### config.mk
export PLATFORM = sky130hd
export DESIGN_NAME = loop_issue_scheduler
export DESIGN_NICKNAME = d
export VERILOG_FILES = /design/src/rtl/loop_issue_scheduler.sv
export SDC_FILE = /design/constraint.sdc
export NUM_CORES = 1
export LEC_CHECK = 0
export CAP_MARGIN = 5
export CORE_ASPECT_RATIO = 1.5
export CORE_UTILIZATION = 58
export CTS_CLUSTER_SIZE = 25
export DETAILED_ROUTE_END_ITERATION = 8
export DONT_BUFFER_PORTS = 1
export PLACE_DENSITY = 0.88
export SYNTH_ARGS = -nofsm -noshare
export SYNTH_HDL_FRONTEND = slang
export SYNTH_SLANG_ARGS = --single-unit
### constraint.sdc
create_clock -name clk -period 2.47 [get_ports clk]
set_clock_uncertainty 0.05 [all_clocks]
set_input_delay 0.494 -clock clk [delete_from_list [all_inputs] [get_ports clk]]
set_output_delay 0.494 -clock clk [all_outputs]
set_load 0.02 [all_outputs]
### src/rtl/loop_issue_scheduler.sv
// Pipelined-loop issue stage: pulses `happening` every II clocks for trip_count
// iterations, then waits DEPTH clocks for the pipeline to drain and pulses `done`.
module loop_issue_scheduler #(
    parameter int II    = 1,
    parameter int DEPTH = 1
) (
    input  logic        clk,
    input  logic        rst,
    input  logic        start,
    input  logic [31:0] trip_count,
    output logic        happening,
    output logic [31:0] iter,
    output logic        last,
    output logic        busy,
    output logic        done
);

    if (II < 1) begin : g_bad_ii
        $error("loop_issue_scheduler: II must be >= 1");
    end
    if (DEPTH < 1) begin : g_bad_depth
        $error("loop_issue_scheduler: DEPTH must be >= 1");
    end

    localparam int IIW = (II > 1) ? $clog2(II) : 1;
    localparam int DW  = (DEPTH > 1) ? $clog2(DEPTH) : 1;
    localparam logic [IIW-1:0] II_RELOAD    = IIW'(II - 1);
    localparam logic [DW-1:0]  DEPTH_RELOAD = DW'(DEPTH - 1);

    typedef enum logic [1:0] {IDLE, ISSUE, DRAIN} state_t;

    state_t         state, state_n;
    logic [IIW-1:0] ii_cnt, ii_cnt_n;
    logic [DW-1:0]  drain_cnt, drain_cnt_n;
    logic [31:0]    trip_m1, trip_m1_n;
    logic [31:0]    iter_n, iter_inc;
    logic           happening_n, last_n, busy_n, done_n;

    // iter never exceeds trip_m1 while issuing, so the increment cannot wrap.
    assign iter_inc = iter + 32'd1;

    always_comb begin
        state_n     = state;
        ii_cnt_n    = ii_cnt;
        drain_cnt_n = drain_cnt;
        trip_m1_n   = trip_m1;
        iter_n      = iter;
        happening_n = 1'b0;
        last_n      = 1'b0;
        done_n      = 1'b0;
        unique case (state)
            IDLE: begin
                if (start) begin
                    if (trip_count == 32'd0) begin
                        done_n = 1'b1;
                    end else begin
                        trip_m1_n   = trip_count - 32'd1;
                        happening_n = 1'b1;
                        iter_n      = 32'd0;
                        last_n      = (trip_count == 32'd1);
                        ii_cnt_n    = II_RELOAD;
                        if (trip_count == 32'd1) begin
                            state_n     = DRAIN;
                            drain_cnt_n = DEPTH_RELOAD;
                        end else begin
                            state_n = ISSUE;
                        end
                    end
                end
            end
            ISSUE: begin
                if (ii_cnt == '0) begin
                    iter_n      = iter_inc;
                    happening_n = 1'b1;
                    last_n      = (iter_inc == trip_m1);
                    ii_cnt_n    = II_RELOAD;
                    if (iter_inc == trip_m1) begin
                        state_n     = DRAIN;
                        drain_cnt_n = DEPTH_RELOAD;
                    end
                end else begin
                    ii_cnt_n = ii_cnt - IIW'(1);
                end
            end
            DRAIN: begin
                if (drain_cnt == '0) begin
                    state_n = IDLE;
                    done_n  = 1'b1;
                end else begin
                    drain_cnt_n = drain_cnt - DW'(1);
                end
            end
            default: state_n = IDLE;
        endcase
        busy_n = (state_n != IDLE);
    end

    always_ff @(posedge clk) begin
        if (rst) begin
            state     <= IDLE;
            ii_cnt    <= '0;
            drain_cnt <= '0;
            trip_m1   <= '0;
            happening <= 1'b0;
            iter      <= '0;
            last      <= 1'b0;
            busy      <= 1'b0;
            done      <= 1'b0;
        end else begin
            state     <= state_n;
            ii_cnt    <= ii_cnt_n;
            drain_cnt <= drain_cnt_n;
            trip_m1   <= trip_m1_n;
            happening <= happening_n;
            iter      <= iter_n;
            last      <= last_n;
            busy      <= busy_n;
            done      <= done_n;
        end
    end

endmodule

==> metrics, run 1 <==
Psw 0.0007408 W; die footprint 8011 µm²; drt via density 6.164; vias in the first global route 4280; H-tree depth 3; Crit Path Class reg -> reg; Die Ht 109.1 µm; buffers and inverters on the worst path 1; Slew headroom 58.55%; CTS Root Cell clkbuf_8; failing checks setup timing; crit path max fanout 3; Antenna Nets Post-Route 0; P&R area growth vs syn 21.69%; largest net degree at the start of global routing 71; HP Class in -> reg; clk sink count 70; GRT overflow 0; worst skew pair latency 0.37 ns; Worst-path clk slew 0.08 ns; hold_buf cts 0; sequential-to-total area share from yosys stat 31.58%; antenna cells 0; R2R depth 9; worst slew pin tran 0.6204 ns; Clk network pwr share 34.1%; fill cell count 534; core area 7322 µm²; hold path cells 1; Cells after Synth 564; GP Congestion 0.9268; Die X 73.41 µm; Sequential Power Share 49.9%; Startpoint Class flip-flop; # Max-Cap Violations 0; Synth cell types 59; ys async rst share 0%; Mapped Nets 602; Tcrit/Tclk final 101.1%; Power Total 0.002466 W; worst slack at placement -0.1125 ns; first-pass GRT wire length 20.18 mm; initial antenna violation count 0; drt total wl 12.79 mm; share of cells above drive strength 1 21.80%; fin. max-slew vios 0; vias after detailed routing 4518; initial DRC count 482; Num CTS Buffers 9; switching part of the total 30.04%; PwrDens 456.8 nW/µm²; Comb pwr share 16.0%; Crit path arrival time 2.75 ns; Starting Density 60.59%; LEAKAGE 1.997 nW; crit path cell chain xnor2_4, xnor2_1, nand3_1, a2111oi_4, buf_4, or4b_4, nor4_4, nand4_1, a21oi_2; residual DRC count 0; post-layout min period 2.498 ns; internal power 0.001726 W; Rows 38; drt pass-1 iters 5; Port Buffer Count 0; total global-route track usage 33.12%; unrepaired setup endpoints after global routing yes; Post-Synthesis Cell Area 4437 µm²; CP top delay family simple AND/OR/NAND/NOR gates; Max Clk Rate 0.4004 GHz; status finished with violations; post-DP HPWL 9.485 mm; fin nets 666; CTS tree done; Ys Warns 0; FF+latch count, synth 70; Final setup viols 2; CP Depth 9; main flop type after synthesis dfxtp_1; Ports 71; Slowest-stage cell, CP or4b_4; reg2reg setup slack -0.03 ns; Post-synth EDFFs 0; final hold violation count 0; syn avg cell area 7.867 µm²; min setup slack post-route -0.02750 ns; DR WL/cell 17.45 µm; crit path capture type flip-flop; Peak VDD IR 0.2990 mV; crit-path max cell delay 0.47 ns; clock buffer depth 2; critical path data required time 2.72 ns
## cell type report
cell class              instances  area, µm²  area share [%]
flip-flops and latches         70       1423           26.35
inverters                       5      18.77          0.3476
clock buffers                  10      127.6           2.364
repair buffers                 84      663.1           12.28
multi-input cells             458       2997           55.50
well taps                     100      125.1           2.317
clock inverters                 6      45.04          0.8343
## cells in the final DEF (no fill, tap or decap), types with 4 or more instances in the layout
master	synthesis	layout
nor2_1	90	88
buf_4	1	80
dfxtp_1	70	63
xnor2_1	54	53
nand2_1	48	48
a21oi_1	36	35
nor3_1	25	25
a211oi_1	25	25
xor2_1	23	22
nand3_1	21	19
o21ai_1	13	13
nand4_1	11	11
clkbuf_8	0	9
a311oi_1	8	8
and3_1	8	8
nand3b_1	7	7
or3_1	7	7
o21ai_0	6	6
a31oi_1	6	6
inv_1	5	5
or4_1	5	5
a211oi_2	5	5
nor4_1	6	5
nor2b_1	5	5
dfxtp_4	0	5
or4_4	4	4
nand3_2	2	4
and4_1	4	4
## kinds of logic after synthesis
family | after synthesis | synth area share [%]
compound gates | 112 | 16.64
xor+xnor | 77 | 15.20
fa+ha+maj | 4 | 1.072
buf+inv | 36 | 3.779
flops | 70 | 31.58
mux | 1 | 0.2538
simple gates | 264 | 31.47
## path summary, 6_finish.rpt
| path | startpoint | to |
|---|---|---|
| worst min register to register | trip_m1[17] | trip_m1[17] |
| worst max register to register | iter[7] | last |
| worst min-delay path | rst | iter[5] |
| worst max-delay path | iter[7] | last |
## synth_stat cells, types with 2 or more instances
| master | number | share of area, % |
|---|---|---|
| or3_1 | 7 | 0.99 |
| inv_1 | 5 | 0.42 |
| a22oi_1 | 2 | 0.34 |
| nor3_1 | 25 | 2.8 |
| buf_2 | 11 | 1.2 |
| and2_1 | 3 | 0.42 |
| a311oi_1 | 8 | 1.6 |
| o21ai_0 | 6 | 0.68 |
| nor4_1 | 6 | 0.85 |
| o21ai_1 | 13 | 1.5 |
| and2b_1 | 2 | 0.34 |
| nor2b_1 | 5 | 0.71 |
| nand2_1 | 48 | 4.1 |
| dfxtp_1 | 70 | 32 |
| a211oi_1 | 25 | 4.2 |
| xor2_1 | 23 | 4.5 |
| nand3_2 | 2 | 0.45 |
| nor3b_1 | 2 | 0.34 |
| nand4_1 | 11 | 1.6 |
| ha_1 | 3 | 0.85 |
| o31ai_1 | 2 | 0.34 |
| clkbuf_1 | 16 | 1.4 |
| or4_1 | 5 | 0.85 |
| a31oi_1 | 6 | 0.85 |
| buf_6 | 2 | 0.51 |
| nor3_4 | 2 | 0.73 |
| nand3_1 | 21 | 2.4 |
| xnor2_1 | 54 | 11 |
| a21boi_0 | 2 | 0.34 |
| and3_1 | 8 | 1.1 |
| and4_1 | 4 | 0.79 |
| nand3b_1 | 7 | 1.2 |
| a21oi_1 | 36 | 4.1 |
| a211oi_2 | 5 | 1.4 |
| or4_4 | 4 | 1.0 |
| nor2_1 | 90 | 7.6 |
## layer usage
layer  vias to the layer above  global-route usage, %  routed length, µm
met2                       230                  56.28               6382
li1                       2144                      -                  -
met5                         -                      0                  0
met1                      2090                  38.48               4911
met3                        54                  5.915                878
met4                         0                  19.09                621
## power by group through the flow
stage               logic, W  clock network [W]  registers (W)
floorplan           0.000294                  0        0.00124
CTS                 0.000381           0.000844        0.00123
detailed placement  0.000367                  0        0.00126
finish              0.000395           0.000840        0.00123
global placement    0.000349                  0        0.00125
global route        0.000430           0.000898        0.00124
## worst reg2reg max path: cells and delay by family (launching register included)
kind / cells / cell delay [ns]
flops: 1 / 0.38
buf+inv: 1 / 0.16
simple gates: 4 / 1.00
xor+xnor: 2 / 0.33
compound gates: 2 / 0.50
## through the flow
step	instance area [µm²]	hold WS [ns]	TNS (ns)	std cells	utilization [%]
2_1_floorplan	4466	0.4366	0	564	-
3_3_place_gp	5072	0.4487	0	713	69.28
3_5_place_dp	5072	0.4572	-0.4481	713	69.28
4_1_cts	5301	0.1246	0	729	72.40
5_1_grt	5399	0.1351	-0.2910	733	73.74
6_report	5399	0.1430	-0.04566	733	73.74
## registers in the layout, indices dropped and copies added (netlist names)
register and flops:
busy 1, done 1, happening 1, iter 32, last 1, state 2, trip_m1 32
## what timing repair did
| action | 4_1_cts | 5_1_grt |
|---|---|---|
| pin swaps | 2 | 10 |
| setup buffers | 0 | 4 |
| endpoints found under the setup margin | 3 | 3 |
| hold endpoints to repair | 0 | 0 |
| gates resized for setup | 12 | 13 |
No activity file was read; power rests on OpenSTA's default activity.
==> run 2: changes to the inputs <==
- ABC_CLOCK_PERIOD_IN_PS: unset -> 2470
- CORE_UTILIZATION: 58 -> 32
- PLACE_DENSITY: 0.88 -> 0.59
==> run 2 against run 1 <==
  * The flow finishes with violations (DRC)
  * Sequential share of layout area down 1.1 points
  * Total power up 14%
  * Design area up 4.1%
  * Die area up 79%
  * Via count down 2.3%
  * Combinational power up 1%
  * Worst hold slack better by 0.028 ns
  * Wire length up 8.0%
  * Largest cell class unchanged
==> metrics, run 2 (synthesis gave the netlist of run 1 again) <==
status finished with violations; failing checks DRC; fill cell count 1375 (+160%); Slowest-stage cell, CP dfxtp_2; core area 13530 µm² (+85%); drt via density 5.502 (-11%); Ports 71 (unchanged); Fin Setup TNS 0 ns (+0.04566 ns); crit path max fanout 5 (+2); Tcrit/Tclk final 98.12% (-3.0 points); buffers and inverters on the worst path 2 (+1); Slew headroom 58.19% (-0.37 points); crit-path max cell delay 0.37 ns (-0.10 ns); Starting Density 32.78% (-28 points); reg2reg setup slack 0.05 ns (+0.07 ns); largest net degree at the start of global routing 71 (unchanged); Die X 98.14 µm (+34%); CTS tree done; hold_buf cts 0 (unchanged); PwrDens 499.2 nW/µm² (+9.3%); Port Buffer Count 0 (unchanged); total global-route track usage 19.94% (-13 points); fin. max-slew vios 0 (unchanged); post-DP HPWL 10.50 mm (+11%); RR Endpoint state[1]; GP Congestion 0.8867 (-4.3%); vias after detailed routing 4413 (-2.3%); crit path cell chain buf_4, and4_1, buf_4, nand3_1, nor2_1, xnor2_1, nand4_1, and4b_2, nand4_1, a21oi_1; worst slack at placement -0.3428 ns (-0.2302 ns); most common cell after layout, fill and taps aside nor2_1; residual DRC count 2 (+2); worst skew pair latency 0.34 ns (-0.03 ns); Die Ht 146.2 µm (+34%); most frequent cells in the layout 87 x nor2_1, 84 x buf_4, 61 x dfxtp_1; initial DRC count 249 (-48%); drt pass-1 iters 9 (+4); GRT overflow 0 (unchanged); crit path capture type flip-flop; P&R area growth vs syn 26.68%; Finished Core Util 41.53% (-32 points); Rows 52 (+37%); unrepaired setup endpoints after global routing yes; share of cells above drive strength 1 22.97% (+1.2 points); first-pass GRT wire length 22.56 mm (+12%); final hold violation count 0 (unchanged); CP Depth 10 (+1); critical path data required time 2.69 ns (-0.03 ns); die footprint 14350 µm² (+79%); Num CTS Buffers 9 (unchanged); post-layout min period 2.424 ns (-0.07398 ns); clock buffer depth 2 (unchanged); R2R depth 10 (+1); CP top delay family simple AND/OR/NAND/NOR gates; worst hold slack 0.1708 ns (+0.02786 ns); launch point of the worst reg-to-reg path iter[6]; CTS Root Cell clkbuf_16; DR WL/cell 17.23 µm (-1.3%); drt total wl 13.82 mm (+8.0%); CP endpoint state[1]; H-tree depth 3 (unchanged); initial antenna violation count 0 (unchanged); Final setup viols 0 (-2); Startpoint Class flip-flop; # Max-Cap Violations 0 (unchanged); Max Clk Rate 0.4126 GHz (+3.1%); HP Class in -> reg; Crit Path Class reg -> reg; fin nets 673 (+1.1%); clk sink count 70 (unchanged); min setup slack post-route 0.04648 ns (+0.07398 ns); LEAKAGE 2.090 nW (+4.7%); Largest regs iter (32), trip_m1 (32), state (2); Crit path arrival time 2.64 ns (-0.11 ns); worst slew pin tran 0.6249 ns (+0.004482 ns); antenna cells 0 (unchanged); Worst-path clk slew 0.06 ns (-0.02 ns); Setup crit start iter[6]; vias in the first global route 4450 (+4.0%); Peak VDD IR 0.2421 mV (-19%); Antenna Nets Post-Route 0 (unchanged)
## run 2: metrics by stage
stage	power (W)	std cells	area (µm²)
3_5_place_dp	0.001645	783	5235
4_1_cts	0.002819	798	5550
3_3_place_gp	0.001637	783	5235
6_report	0.002806	802	5620
2_1_floorplan	0.001537	564	4466
5_1_grt	0.002927	802	5620
## run 2: report_power, final
group	switching, W	total, W	internal [W]
logic	0.000209	0.000399	0.000190
registers	0.0000531	0.00123	0.00118
clock network	0.000498	0.00117	0.000675
total	0.000760	0.00281	0.00205
## run 2: worst min-delay path by stage
| stage | startpoint | to | cells after the start |
|---|---|---|---|
| floorplan | trip_m1[9] | trip_m1[9] | 2 |
| global placement | trip_m1[2] | trip_m1[2] | 2 |
| detailed placement | trip_m1[1] | trip_m1[1] | 2 |
| CTS | rst | iter[0] | 1 |
| global route | rst | iter[3] | 1 |
| finish | rst | iter[3] | 1 |
## run 2: layer usage
metal | wire length [µm] | up-vias | GRT usage, %
li1 | - | 2161 | -
met1 | 5247 | 2055 | 21.48
met2 | 7058 | 152 | 35.32
met3 | 914 | 45 | 4.500
met4 | 598 | 0 | 11.79
met5 | 0 | - | 0
## run 2: worst register-to-register path, delay by kind of cell (launching register included)
kind / cells / cell delay [ns]
buffers and inverters: 2 / 0.30
xor gates and xnor gates: 1 / 0.20
DFF: 1 / 0.37
AOI/OAI and AO/OA: 1 / 0.17
and+or+nand+nor: 6 / 1.27
## run 2: repair_timing
| item | CTS | global route |
|---|---|---|
| resized for setup | 10 | 13 |
| setup endpoints to repair | 3 | 3 |
| buffers inserted | 0 | 4 |
| pin swaps | 0 | 5 |
| hold endpoints to repair | 0 | 0 |
## run 2: final cells by class
class,count,area (µm²),share of cell area [%]
repair buffers,91,744.5,13.25
clock inverters,6,38.79,0.6901
inverters,5,18.77,0.3339
well taps,162,202.7,3.606
multi-input cells,458,2969,52.83
flip-flops and latches,70,1418,25.22
clock buffers,10,229.0,4.074
